==> src/rtl/z80_dma_ctrl.sv <==
// z80_dma_ctrl: bus-mastering block-copy controller for the tv80s environment.
//
// Requests the Z80 bus (busrq_n/busak_n), copies len bytes from src_addr to
// dst_addr over the shared memory bus, then returns the bus to the CPU.
// Every output is registered, so the value seen during a state is set up on
// the clock edge that enters that state.
//
// Ports:
//   clk, reset_n          clock, asynchronous active-low reset
//   start, abort          command pulse / stop-after-current-byte request
//   src_addr, dst_addr    transfer start addresses
//   len                   byte count (0 = no transfer)
//   busy, done, aborted   status; aborted is valid while done is high
//   busrq_n, busak_n      CPU bus request / acknowledge
//   dma_owns_bus          high while the DMA drives the memory bus
//   mem_a, mem_do, mem_di memory address, write data, read data
//   mem_mreq_n, mem_rd_n, mem_wr_n  memory strobes
//
// Optional build macro DMA_FILL_EN adds fill_mode/fill_data: each byte becomes
// a single write cycle of fill_data to dst, with no reads.
module z80_dma_ctrl #(
  parameter int unsigned RD_LAT = 1,
  parameter int unsigned ADDR_W = 16
) (
  input  logic              clk,
  input  logic              reset_n,
  input  logic              start,
  input  logic              abort,
  input  logic [ADDR_W-1:0] src_addr,
  input  logic [ADDR_W-1:0] dst_addr,
  input  logic [ADDR_W-1:0] len,
`ifdef DMA_FILL_EN
  input  logic              fill_mode,
  input  logic [7:0]        fill_data,
`endif
  output logic              busy,
  output logic              done,
  output logic              aborted,
  output logic              busrq_n,
  input  logic              busak_n,
  output logic              dma_owns_bus,
  output logic [ADDR_W-1:0] mem_a,
  output logic [7:0]        mem_do,
  input  logic [7:0]        mem_di,
  output logic              mem_mreq_n,
  output logic              mem_rd_n,
  output logic              mem_wr_n
);

  typedef enum logic [2:0] {StIdle, StReq, StRd, StRdw, StWr, StRel, StFin} state_e;

  localparam logic [2:0]        LatInit = 3'(RD_LAT - 1);
  localparam logic [ADDR_W-1:0] One     = ADDR_W'(1);

  state_e            state_q, state_d;
  logic [ADDR_W-1:0] src_q, src_d;
  logic [ADDR_W-1:0] dst_q, dst_d;
  logic [ADDR_W-1:0] cnt_q, cnt_d;
  logic [2:0]        lat_q, lat_d;
  logic              abort_pend_q, abort_pend_d;
  logic              early_q, early_d;
  logic              busy_q, busy_d;
  logic              done_q, done_d;
  logic              aborted_q, aborted_d;
  logic              busrq_n_q, busrq_n_d;
  logic              owns_q, owns_d;
  logic [ADDR_W-1:0] mem_a_q, mem_a_d;
  logic [7:0]        mem_do_q, mem_do_d;
  logic              mreq_n_q, mreq_n_d;
  logic              rd_n_q, rd_n_d;
  logic              wr_n_q, wr_n_d;
  logic              abort_now;
  logic              fill_active;

`ifdef DMA_FILL_EN
  logic fill_q, fill_d;
  assign fill_active = fill_q;
`else
  assign fill_active = 1'b0;
`endif

  assign abort_now = abort_pend_q | abort;

  always_comb begin
    state_d      = state_q;
    src_d        = src_q;
    dst_d        = dst_q;
    cnt_d        = cnt_q;
    lat_d        = lat_q;
    early_d      = early_q;
    busy_d       = busy_q;
    busrq_n_d    = busrq_n_q;
    owns_d       = owns_q;
    mem_a_d      = mem_a_q;
    mem_do_d     = mem_do_q;
    mreq_n_d     = mreq_n_q;
    rd_n_d       = rd_n_q;
    wr_n_d       = wr_n_q;
    done_d       = 1'b0;
    aborted_d    = 1'b0;
    // abort is ignored in IDLE, including in the cycle a start is accepted
    abort_pend_d = (state_q == StIdle) ? 1'b0 : abort_now;
`ifdef DMA_FILL_EN
    fill_d       = fill_q;
`endif

    unique case (state_q)
      StIdle: begin
        if (start) begin
          early_d = 1'b0;
          if (len != '0) begin
            src_d     = src_addr;
            dst_d     = dst_addr;
            cnt_d     = len;
            busy_d    = 1'b1;
            busrq_n_d = 1'b0;
            state_d   = StReq;
`ifdef DMA_FILL_EN
            fill_d    = fill_mode;
            // The data register doubles as the fill pattern holder.
            if (fill_mode) mem_do_d = fill_data;
`endif
          end else begin
            state_d = StFin;
          end
        end
      end

      StReq: begin
        if (abort_now) begin
          early_d   = 1'b1;
          busrq_n_d = 1'b1;
          state_d   = StRel;
        end else if (!busak_n) begin
          owns_d   = 1'b1;
          mreq_n_d = 1'b0;
          if (fill_active) begin
            mem_a_d = dst_q;
            wr_n_d  = 1'b0;
            state_d = StWr;
          end else begin
            mem_a_d = src_q;
            rd_n_d  = 1'b0;
            state_d = StRd;
          end
        end
      end

      StRd: begin
        lat_d   = LatInit;
        state_d = StRdw;
      end

      StRdw: begin
        if (lat_q == '0) begin
          mem_do_d = mem_di;
          mem_a_d  = dst_q;
          rd_n_d   = 1'b1;
          wr_n_d   = 1'b0;
          state_d  = StWr;
        end else begin
          lat_d = lat_q - 3'd1;
        end
      end

      StWr: begin
        src_d  = fill_active ? src_q : src_q + One;
        dst_d  = dst_q + One;
        cnt_d  = cnt_q - One;
        wr_n_d = 1'b1;
        if (cnt_q == One || abort_now) begin
          // Only an abort with bytes still outstanding counts as early.
          early_d   = (cnt_q != One);
          mreq_n_d  = 1'b1;
          owns_d    = 1'b0;
          busrq_n_d = 1'b1;
          state_d   = StRel;
        end else if (fill_active) begin
          mem_a_d = dst_q + One;
          wr_n_d  = 1'b0;
        end else begin
          // mreq_n stays low between bytes; only rd/wr toggle.
          mem_a_d = src_q + One;
          rd_n_d  = 1'b0;
          state_d = StRd;
        end
      end

      StRel: begin
        if (busak_n) state_d = StFin;
      end

      StFin: begin
        done_d    = 1'b1;
        aborted_d = early_q;
        busy_d    = 1'b0;
        state_d   = StIdle;
      end

      default: state_d = StIdle;
    endcase
  end

  always_ff @(posedge clk or negedge reset_n) begin
    if (!reset_n) begin
      state_q      <= StIdle;
      src_q        <= '0;
      dst_q        <= '0;
      cnt_q        <= '0;
      lat_q        <= '0;
      abort_pend_q <= 1'b0;
      early_q      <= 1'b0;
      busy_q       <= 1'b0;
      done_q       <= 1'b0;
      aborted_q    <= 1'b0;
      busrq_n_q    <= 1'b1;
      owns_q       <= 1'b0;
      mem_a_q      <= '0;
      mem_do_q     <= '0;
      mreq_n_q     <= 1'b1;
      rd_n_q       <= 1'b1;
      wr_n_q       <= 1'b1;
`ifdef DMA_FILL_EN
      fill_q       <= 1'b0;
`endif
    end else begin
      state_q      <= state_d;
      src_q        <= src_d;
      dst_q        <= dst_d;
      cnt_q        <= cnt_d;
      lat_q        <= lat_d;
      abort_pend_q <= abort_pend_d;
      early_q      <= early_d;
      busy_q       <= busy_d;
      done_q       <= done_d;
      aborted_q    <= aborted_d;
      busrq_n_q    <= busrq_n_d;
      owns_q       <= owns_d;
      mem_a_q      <= mem_a_d;
      mem_do_q     <= mem_do_d;
      mreq_n_q     <= mreq_n_d;
      rd_n_q       <= rd_n_d;
      wr_n_q       <= wr_n_d;
`ifdef DMA_FILL_EN
      fill_q       <= fill_d;
`endif
    end
  end

  assign busy         = busy_q;
  assign done         = done_q;
  assign aborted      = aborted_q;
  assign busrq_n      = busrq_n_q;
  assign dma_owns_bus = owns_q;
  assign mem_a        = mem_a_q;
  assign mem_do       = mem_do_q;
  assign mem_mreq_n   = mreq_n_q;
  assign mem_rd_n     = rd_n_q;
  assign mem_wr_n     = wr_n_q;

endmodule

==> config.mk <==
export PLATFORM = sky130hd
export DESIGN_NAME = z80_dma_ctrl
export DESIGN_NICKNAME = d
export VERILOG_FILES = /design/src/rtl/z80_dma_ctrl.sv
export SDC_FILE = /design/constraint.sdc
export NUM_CORES = 1
export LEC_CHECK = 0
export CAP_MARGIN = 10
export CORE_ASPECT_RATIO = 2
export CORE_MARGIN = 5
export CORE_UTILIZATION = 47
export CTS_BUF_LIST = sky130_fd_sc_hd__clkbuf_2 sky130_fd_sc_hd__clkbuf_4 sky130_fd_sc_hd__clkbuf_8
export DETAILED_ROUTE_END_ITERATION = 7
export PLACE_DENSITY = 0.72
export SYNTH_ARGS = -nofsm -noshare
export SYNTH_HDL_FRONTEND = slang
export SYNTH_SLANG_ARGS = --single-unit
==> constraint.sdc <==
create_clock -name clk -period 2.2 [get_ports clk]
set_input_delay 0.33 -clock clk [delete_from_list [all_inputs] [get_ports clk]]
set_output_delay 0.33 -clock clk [all_outputs]
set_load 0.01 [all_outputs]
# Yosys cells after proc, flatten, opt, wreduce, memory -nomap -nowiden
# Cells that the tools add are included.
totals:
  reg_bits: 88
  in_bits: 61
  output_inout_bits: 32
  wordCells: 112
op_classes:
  addsub: 4
  eq_ne: 19
  n_mux: 50
  bitwise_logic: 1
  reduce_logical: 21
op_table:
  columns: ["operator", "n"]
  rows:
  - ["$mux W16", 10]
  - ["$pmux W16 S2", 3]
  - ["$pmux W16 S3", 1]
  - ["$add A16 B1 Y16 const B", 2]
  - ["$mux W3", 8]
  - ["$mux W1", 19]
  - ["$ne A2 B2 Y1 const B", 9]
  - ["$pmux W3 S6", 1]
  - ["$eq A16 B1 Y1 const B", 1]
  - ["$ne A16 B1 Y1 const B", 1]
  - ["$reduce_bool A16 Y1", 1]
  - ["$sub A16 B1 Y16 const B", 1]
  - ["$reduce_and A4 Y1", 3]
  - ["$reduce_and A5 Y1", 2]
  - ["$reduce_bool A2 Y1", 5]
  - ["$eq A3 B3 Y1 const B", 3]
  - ["$pmux W1 S3", 3]
  - ["$pmux W1 S2", 4]
  - ["$eq A3 B2 Y1 const B", 2]
  - ["$logic_not A3 Y1", 2]
  - ["$pmux W3 S2", 1]
  - ["$reduce_and A2 Y1", 3]
  - ["$reduce_and A3 Y1", 2]
  - ["$reduce_bool A3 Y1", 2]
  - ["other kinds (6)", 6]

# Logic depth before layout (Yosys ltp)
depth:
  depth_word: 4
  depth_mapped: 8
  ltp_nobuf: 7

# Worst setup path before layout
# Ideal clock, no wire load.
synth_path:
  path_kind: "register -> register"
  start: "register cnt_q[2]"
  end: "register cnt_q[15]"
  setup_ps: 126
  t_arrival_ps: 1842
  required_ps: 2074
  slack_ps: 232
  path_stages_with_launch: 7
  path_buffers: 1
  synth_period_minus_slack_ps: 1968
  cell_sequence: "dfrtp_1 > buf_6 > or4_4 > nor4_4 > and4b_1 > a22oi_1 > o32a_1"
synth_between:
  elab_chain_len: 2
synth_lines:
  columns: ["item", "line", "text"]
  rows:
  - ["from (decl)", "58", "logic [ADDR_W-1:0] cnt_q, cnt_d;"]
  - ["from (signal assigned)", "230", "cnt_q <= cnt_d;"]
  - ["$sub A16 B1 Y16", "169", "cnt_d = cnt_q - One;"]
  - ["$pmux W16 S2", "107", "unique case (state_q)"]
# No other way between the ends.
# A chain may end at the register's enable or synchronous reset.

# Final worst setup path
layout_path:
  start: "register cnt_q[1]"
  end: "register mem_a_q[9], in the netlist mem_a[9]"
layout_between:
  elab_chain_len: 4
layout_lines:
  columns: ["item", "line", "text"]
  rows:
  - ["$eq A16 B1 Y1", "171", "if (cnt_q == One || abort_now) begin"]
  - ["$logic_or A1 B1 Y1", "171", null]
  - ["$ne A2 B2 Y1 (no source line)", null, null]
  - ["$reduce_and A5 Y1 (no source line)", null, null]
  - ["to (signal assigned)", "239", "mem_a_q <= mem_a_d;"]
  - ["to (decl)", "67", "logic [ADDR_W-1:0] mem_a_q, mem_a_d;"]
# No other way between the ends.

==> summary.txt <==
Power and ir drop
  – Sw frac: about 46%
  – Leak: 3.016 nW
  – Pint: about 5.5 mW
  – Clock power share: 12.0%
  – Worst vdd ir: 0.6182 mV
  – Reg power frac: 31.7%
  – PD cells: 1377 nW/um^2
  – Combinational fraction of design power: 56.3%
  – Total net switching power: 4.600 mW

Critical path
  – Crit path required time: 2.47 ns
  – Worst Setup End Kind: flip-flop
  – CP Launch Type: flip-flop
  – Crit path max-delay family: simple AND/OR/NAND/NOR gates
  – RR Startpoint: cnt_q[1]$_DFFE_PN0P_
  – Worst Path Buf+Inv: 2
  – Critical path, cell by cell: inv_1 -> ha_1 -> nor4b_1 -> nand4_1 -> buf_4 -> o221ai_2 -> mux2_2
  – Critical path class: reg -> reg
  – Crit path arrival time: 2.42 ns
  – Flop-to-flop setup slack: 0.05 ns
  – Reg-to-Reg End: mem_a[9]$_DFFE_PN0P_
  – Worst path slowest cell: dfrtp_1
  – R2R depth: 7
  – Crit path largest cell delay: 0.40 ns
  – Largest fanout on the critical path: 2

Yosys
  – Leading area contributor after synthesis: dfrtp_1
  – Syn Inst Count: 676
  – Seq/Total Area, Yosys: 39.52%
  – Synth area leaders: dfrtp_1, o21ai_0, a21oi_1, nor2_1, nand2_1
  – Post-Synthesis Cell Area: roughly 5600 sq um
  – Number of synthesized register bits: 88
  – Ys async rst share: 100.0%
  – Mapped Avg Cell Area: 8.262 sq um
  – Share of the synthesized area in the top cell type: 37.63%
  – YS warnings: 0
  – Post-synth cell types: 68
  – Mapped Nets: 743
  – Primary FF master, synth: dfrtp_1
  – Post-synth EDFFs: 0

Drt
  – DRT Wirelength: 19.36 mm
  – Vias/cell: between 6 and 7
  – Routed wire length on met2: 10.21 mm
  – DR vias: 6017
  – Met1 wire length: 6.892 mm
  – # DRC: 0
  – Final ANT Viol Nets: 0
  – Max layer used: met4
  – Initial DRC count: 472
  – Met3 routed wirelength: around 1.1 mm
  – Routed WL per cell: 20.33 um
  – DRT Pass-1 Iters: 6

Placement
  – Hpwl dp: 14.34 mm
  – Place WS: -0.1184 ns
  – Final GP Congestion: 0.9680
  – PortBufs: 92

CTS
  – Clock Path Buffers: 2
  – Clk Tree Root Cell: clkbuf_8
  – Clock latency on the worst-skew pair: 0.39 ns
  – H-tree levels: 3
  – Post-cts resize count: 0
  – CTS tree: yes
  – Clock buffer count from CTS: 9
  – Clock Sinks: 88
  – Worst-path clk slew: 0.11 ns
  – Setup bufs post-CTS: 0

STA
  – Final Hold Viols: 0
  – Final worst path period share: 97.51%
  – Setup violators final: 0
  – Rel. slew slack: 63.58%
  – Final Skew: 0.01864 ns
  – Total negative slack: 0 ns
  – Fmax: roughly 470 MHz
  – RSZ-0062 raised after global routing: no
  – Actual slew at the worst max-slew pin: about 0.54 ns
  – Final Max Slew Viols: 0
  – Crit path time final: 2.145 ns
  – Final setup margin: between 0.05 and 0.06 ns

Die
  – # rows: between 50 and 60
  – Core Area: 11700 sq um
  – Die Y: 164.2 um
  – Die ar.: 14300 sq um
  – IO Count: 93
  – Initial Util: 47.73%
  – Width of the die: between 80 and 90 um

Cells and area
  – Fillcell total: 1044
  – Layout cells sized above 1: 16.48%
  – Final net count: 869
  – Synthesis-to-layout area growth: 31.41%
  – Diodes inserted: 0

Run
  – Max-cap violations: 0

Global route
  – Remaining Overflow, GRT: 0
  – All-layer global routing usage: between 20% and 30%
  – Initial antenna violation count: 0
  – Largest net degree at the start of global routing: 42
  – First-pass GRT wire length: 30.04 mm
  – Vias in the first global route: 5960

Min path
  – Hold crit path type: in -> async

Run status
  – Status: finished, final reports clean
worst reg2reg max path: stages (launching register included):
cell      delay (ns)
dfrtp_1         0.40
inv_1           0.09
ha_1            0.20
nor4b_1         0.29
nand4_1         0.24
buf_4           0.22
o221ai_2        0.23
mux2_2          0.37
cell type report:
type                    instances  area, sq um  area share [%]
well taps                     145        181.4           2.472
inverters                      16        60.06          0.8183
clock buffers                   9        123.9           1.688
repair buffers                172         1584           21.58
flip-flops and latches         88         2208           30.09
multi-input cells             515         3104           42.29
clock inverters                 7        77.57           1.057
metal layers:
metal | vias to the layer above | track usage (%)
met4 | 0 | 16.10
met3 | 74 | 4.267
met5 | - | 0
met2 | 291 | 48.75
li1 | 2791 | -
met1 | 2861 | 29.04
repair_timing:
action,4_1_cts,5_1_grt
hold buffers,1,0
setup endpoints to repair,0,0
endpoints found under the hold margin,13,0
stage by stage:
stage                     util [%]  hold WS, ns  std cells  cell area, sq um  power, mW
after CTS                    62.72       0.3326        952              7340      10.03
after global placement       60.92       0.2165        935              7128      8.630
after detailed placement     60.92       0.2152        935              7128      8.820
after global routing         62.72       0.3416        952              7340      10.74
after floorplan                  -      0.03441        676              5585      6.447
final                        62.72       0.3387        952              7340      10.10
synthesized netlist by cell type, types with 5 or more instances:
library cell and count:
o21a_1 5, a211oi_1 10, nor3_1 15, o22ai_1 30, nor2_1 68, a221o_1 5, a21o_1 7, nand2_1 62
and3_1 16, nand3_1 19, a31oi_1 12, ha_1 6, clkbuf_1 41, nand4_1 12, a221oi_1 10, nor4_1 12
buf_2 11, o21ai_0 69, mux2_2 13, a21oi_1 55, inv_1 16, dfrtp_1 84
power groups by stage:
stage	clock network [mW]	registers, mW	logic (mW)
floorplan	0	3.03	3.42
global route	1.28	3.31	6.15
global placement	0	3.18	5.45
detailed placement	0	3.22	5.60
CTS	1.22	3.19	5.61
finish	1.22	3.20	5.69
cells by family (layout without fill, tap and decap cells):
group	count (synthesis)	after routing	synth area share [%]
AOI/OAI and AO/OA	247	247	28.07
xor gates and xnor gates	2	2	0.3137
adders and majority gates	6	6	1.344
buffers and inverters	73	204	5.287
DFF	88	88	39.52
muxes	17	17	3.338
and+or+nand+nor	243	243	22.13
cell usage in the layout, fill, tap and decap left out, types with 7 or more instances in the layout:
cell and instances:
clkdlybuf4s50_1 91, dfrtp_1 83, buf_4 75, o21ai_0 69, nor2_1 67, nand2_1 62
a21oi_1 55, o22ai_1 30, nand3_1 19, inv_1 16, and3_1 16, nor3_1 15
mux2_2 13, nand4_1 12, nor4_1 12, a31oi_1 12, a221oi_1 10, a211oi_1 10
clkbuf_8 9, a21o_1 7
how the worst max path moves through the flow:
stage | start | slack [ns] | to | depth (start not counted)
6_report | cnt_q[1]$_DFFE_PN0P_ | 0.05 | mem_a[9]$_DFFE_PN0P_ | 7
5_1_grt | src_q[1]$_DFFE_PN0P_ | 0.03 | mem_a[15]$_DFFE_PN0P_ | 5
4_1_cts | cnt_q[1]$_DFFE_PN0P_ | 0.11 | mem_a[9]$_DFFE_PN0P_ | 7
3_5_place_dp | len[4] | -0.12 | src_q[1]$_DFFE_PN0P_ | 9
3_3_place_gp | len[3] | -0.04 | dst_q[6]$_DFFE_PN0P_ | 7
2_1_floorplan | cnt_q[2]$_DFFE_PN0P_ | 0.23 | cnt_q[15]$_DFFE_PN0P_ | 6
flip-flops by register name, summed over array words and instances, names as in the netlist:
register / flops
lat_q: 3
dst_q: 16
mem_rd_n: 1
mem_mreq_n: 1
dma_owns_bus: 1
state_q: 3
busrq_n: 1
mem_a: 16
abort_pend_q: 1
cnt_q: 16
mem_wr_n: 1
aborted: 1
done: 1
src_q: 16
busy: 1
mem_do: 8
early_q: 1
Note: power is estimated with default switching activity, not from simulation.
==> patch 1, RTL diff (same flow settings) <==
Remove the register `aborted_q`: a continuous assignment takes its place, so the output `aborted` follows one clock earlier.
--- a/src/rtl/z80_dma_ctrl.sv
+++ b/src/rtl/z80_dma_ctrl.sv
@@ -212,7 +212,6 @@
       early_q      <= 1'b0;
       busy_q       <= 1'b0;
       done_q       <= 1'b0;
-      aborted_q    <= 1'b0;
       busrq_n_q    <= 1'b1;
       owns_q       <= 1'b0;
       mem_a_q      <= '0;
@@ -233,7 +232,6 @@
       early_q      <= early_d;
       busy_q       <= busy_d;
       done_q       <= done_d;
-      aborted_q    <= aborted_d;
       busrq_n_q    <= busrq_n_d;
       owns_q       <= owns_d;
       mem_a_q      <= mem_a_d;
@@ -246,6 +244,8 @@
 `endif
     end
   end
+
+  assign aborted_q = aborted_d;
 
   assign busy         = busy_q;
   assign done         = done_q;
Behaviour: not the same (a bounded check fails within 4 cycles, from zero or initial values and one cycle with reset_n low).
==> patch 1 against the original RTL <==
Sequential power shrank 2%; critical path depth shrank 1; largest power group unchanged; final area grew 0.65%; sequential cell count shrank 1; sequential share of layout area shrank 0.53 points; core utilization grew 0.41 points; setup slack gained 99 ps; count of clock-buffer cells in the layout grew 1; routed wire length shrank 0.53%; critical endpoint is now mem_a[4]$_DFFE_PN0P_; area after synthesis shrank 0.45%; power grew 1.6%.
==> patch 1: results (changes against the original RTL) <==
.. list-table::
   :header-rows: 1

   * - Metric
     - Value
   * - Headroom to the max-slew limit
     - 0.675 (+0.0387)
   * - Drt first pass iters
     - 5 (-1)
   * - First-pass GRT wire length
     - 30200 microns (+0.60%)
   * - Later-pin clock latency in the skew report
     - 370 ps (-20 ps)
   * - Final Hold Slack
     - 433 ps (+94.5 ps)
   * - Met2 wire len
     - 10100 microns (-1.3%)
   * - Post-route insts no fill
     - 956 (+0.42%)
   * - Post-DP HPWL
     - 14500 microns (+1.2%)
   * - Via count of the first global-routing pass
     - 5962 (+0.034%)
   * - Leakage power of the design
     - 3.04 nW (+0.69%)
   * - Share of cells above drive strength 1
     - 0.173 (+0.00782)
   * - Number of nets in the synthesized netlist
     - 742 (-0.13%)
   * - Top cells by area, synth
     - dfrtp_1 37%, o21ai_0 6.2%, a21oi_1 5.0%, nor2_1 4.6%, nand2_1 4.2%
   * - Capture point of the worst path
     - mem_a[4]$_DFFE_PN0P_
   * - Slack of the worst reg-to-reg path
     - 150 ps (+100 ps)
   * - Most used standard cells in the synthesized netlist
     - 83 x dfrtp_1, 69 x o21ai_0, 68 x nor2_1
   * - Sw frac
     - 0.445 (-0.0104)
   * - Setup Skew
     - 14.2 ps (-4.45 ps)
   * - Number of cells on the worst reg-to-reg path
     - 6 (-1)
   * - Global routing usage on met2
     - 0.480 (-0.00727)
   * - Net count, final
     - 874 (+0.58%)
   * - Global-route track usage on met3
     - 0.0331 (-0.00954)
   * - Max rail drop VDD
     - 0.742 mV (+20%)
   * - Number of vias per cell after detailed routing
     - 6.38 (+0.89%)
   * - Post-route met1 wirelength
     - 6810 microns (-1.2%)
   * - Cell Count Post-Placement
     - 940 (+0.53%)
   * - Outcome
     - finished, final reports clean
   * - Power per cell area
     - 1390 nW/um^2 (+0.97%)
   * - Post-place setup slack
     - -42.4 ps (+76.0 ps)
   * - Worst reg2reg startpoint
     - state_q[1]$_DFFE_PN0P_
## patch 1: final cells by class
class | count | area [sq um]
Tap cell | 145 | 181
Inverter | 16 | 60.1
Clock buffer | 10 | 131
Sequential cell | 87 | 2180
Timing Repair Buffer | 178 | 1630
Fill cell | 1026 | 4310
Clock inverter | 5 | 83.8
Multi-Input combinational cell | 515 | 3120
## patch 1: kinds of logic after synthesis
| group | share of synthesized area |
|---|---|
| AOI/OAI and AO/OA | 0.282 |
| and+or+nand+nor | 0.222 |
| DFF | 0.392 |
| muxes | 0.0335 |
| xor gates and xnor gates | 0.00315 |
| adders and majority gates | 0.0135 |
| buffers and inverters | 0.0531 |
## patch 1: timing repair
item / 4_1_cts / 5_1_grt
hold buffers: 1 / 0
resized for setup: 2 / 2
setup buffers: 0 / 0
pin swaps: 0 / 0
endpoints found under the hold margin: 23 / 0
endpoints found under the setup margin: 1 / 16
==> patch 2, RTL diff (config.mk and constraints unchanged) <==
Made on the original files. The option `DMA_FILL_EN` is turned on by a define.
--- a/src/rtl/z80_dma_ctrl.sv
+++ b/src/rtl/z80_dma_ctrl.sv
@@ -18,6 +18,8 @@
 //
 // Optional build macro DMA_FILL_EN adds fill_mode/fill_data: each byte becomes
 // a single write cycle of fill_data to dst, with no reads.
+`define DMA_FILL_EN
+
 module z80_dma_ctrl #(
   parameter int unsigned RD_LAT = 1,
   parameter int unsigned ADDR_W = 16
Ports: changed (added fill_data and fill_mode); port bits go from 93 to 102. No check against the original RTL was run, so the function may have changed too.
==> patch 2 against the original RTL <==
The run now ends with setup timing left; highest routed layer unchanged; final area rose by 6.7%; non-clock buffer count rose by 27; sequential cell count rose by 1; clock power fell by 11%; die area rose by 3.0%; area after synthesis rose by 3.3%; setup slack got worse by 67 ps; routed wire length rose by 6.4%; sequential share of layout area fell by 1.6 points; power rose by 14%.
==> patch 2: results (changes against the original RTL) <==
.. list-table::
   :header-rows: 1

   * - Metric
     - Value
   * - Failing checks
     - setup timing
   * - Post-DP HPWL
     - 15600 microns (+9.1%)
   * - Crit path max-delay cell type
     - or4_4
   * - Most used standard cells in the synthesized netlist
     - 85 x dfrtp_1, 83 x o21ai_0, 61 x a21oi_1
   * - Leakage power of the design
     - 3.24 nW (+7.3%)
   * - PnR worst setup slack
     - -12.7 ps (-67.4 ps)
   * - Count of filler cells inserted in the layout
     - 1071 (+2.6%)
   * - Number of nets in the synthesized netlist
     - 764 (+2.8%)
   * - Post-route met1 wirelength
     - 7610 microns (+10%)
   * - Top cells by area, synth
     - dfrtp_1 37%, o21ai_0 7.2%, a21oi_1 5.3%, clkbuf_1 3.3%, nor2_1 3.2%
   * - Number of vias per cell after detailed routing
     - 6.31 (-0.20%)
   * - Drt first pass iters
     - 5 (-1)
   * - Outcome
     - complete, but fails checks
   * - Maximum number of pins on one net before global-route repair
     - 41 (-2.4%)
   * - Routability congestion estimate from global placement
     - 0.994 (+2.7%)
   * - Net count, final
     - 918 (+5.6%)
   * - Synthesized-area fraction occupied by ao, oa, aoi and oai cells
     - 0.283 (+0.00261)
   * - Final Routed Wirelength
     - 20600 microns (+6.4%)
   * - Synth Area in Adders
     - 0.0130 (-0.000426)
   * - Reg-to-reg critical path endpoint
     - mem_a[1]$_DFFE_PN0P_
   * - Post-synthesis xor/xnor area fraction
     - 0.0273 (+0.0242)
   * - Int Pwr
     - 6.16 mW (+12%)
   * - Sequential area share after synthesis
     - 0.387 (-0.00818)
   * - Mux cell area share after synthesis
     - 0.0406 (+0.00719)
   * - Number of inserted diodes
     - 0 (unchanged)
   * - Met2 wire len
     - 10800 microns (+5.4%)
   * - Slew of the pin with the lowest slew margin
     - 549 ps (+7.45 ps)
   * - First-pass GRT wire length
     - 32500 microns (+8.3%)
   * - DRT iter0 DRCs
     - 411 (-13%)
   * - Setup Skew
     - 18.0 ps (-0.635 ps)
   * - Final setup vio count
     - 3 (+3)
   * - Worst reg2reg startpoint
     - cnt_q[11]$_DFFE_PN0P_
   * - CP peak stage delay
     - 550 ps (+150 ps)
   * - Setup tns final
     - -29.2 ps (-29.2 ps)
   * - Max rail drop VDD
     - 0.709 mV (+15%)
   * - Global routing usage on met2
     - 0.487 (-0.000748)
   * - Wire length on met3
     - 1290 microns (+14%)
   * - Share of cells above drive strength 1
     - 0.169 (+0.00402)
   * - Post-place setup slack
     - -119 ps (-0.698 ps)
   * - Synth Register Bits
     - 89 (+1.1%)
   * - Global-route track usage on met3
     - 0.0484 (+0.00577)
   * - Count of buffers from port buffering
     - 101 (+9.8%)
   * - Later-pin clock latency in the skew report
     - 370 ps (-20 ps)
   * - Global-route met1 utilization
     - 0.331 (+0.0407)
   * - Wire length per cell
     - 20.7 microns (+1.9%)
   * - Number of cells on the worst reg-to-reg path
     - 6 (-1)
   * - Max FO, Critical Path
     - 7 (+5)
   * - Worst Path Arrival
     - 2460 ps (+40 ps)
   * - Via count of the first global-routing pass
     - 6334 (+6.3%)
   * - Number of gates given a new drive strength after cts
     - 2 (+2)
[patch 2: layout make-up]
class | count | area [sq um] | area share
clock buffers | 10 | 138 | 0.0176
clock inverters | 6 | 42.5 | 0.00543
inverters | 13 | 48.8 | 0.00623
multi-input cells | 530 | 3340 | 0.426
flip-flops and latches | 89 | 2230 | 0.285
well taps | 147 | 184 | 0.0235
repair buffers | 199 | 1850 | 0.236
[patch 2: stage by stage]
stage / instances / hold WS (ps) / area, sq um
after global placement: 975 / 297 / 7550
after CTS: 992 / 443 / 7750
after global routing: 994 / 466 / 7830
after detailed placement: 975 / 308 / 7550
final: 994 / 434 / 7830
after floorplan: 688 / 34.4 / 5770
[patch 2: power groups by stage]
stage	clock network [mW]	registers, mW	logic, mW
detailed placement	0	3.32	6.87
CTS	1.11	3.29	6.91
global placement	0	3.28	6.72
floorplan	0	3.07	4.09
finish	1.09	3.32	7.10
global route	1.18	3.41	7.69
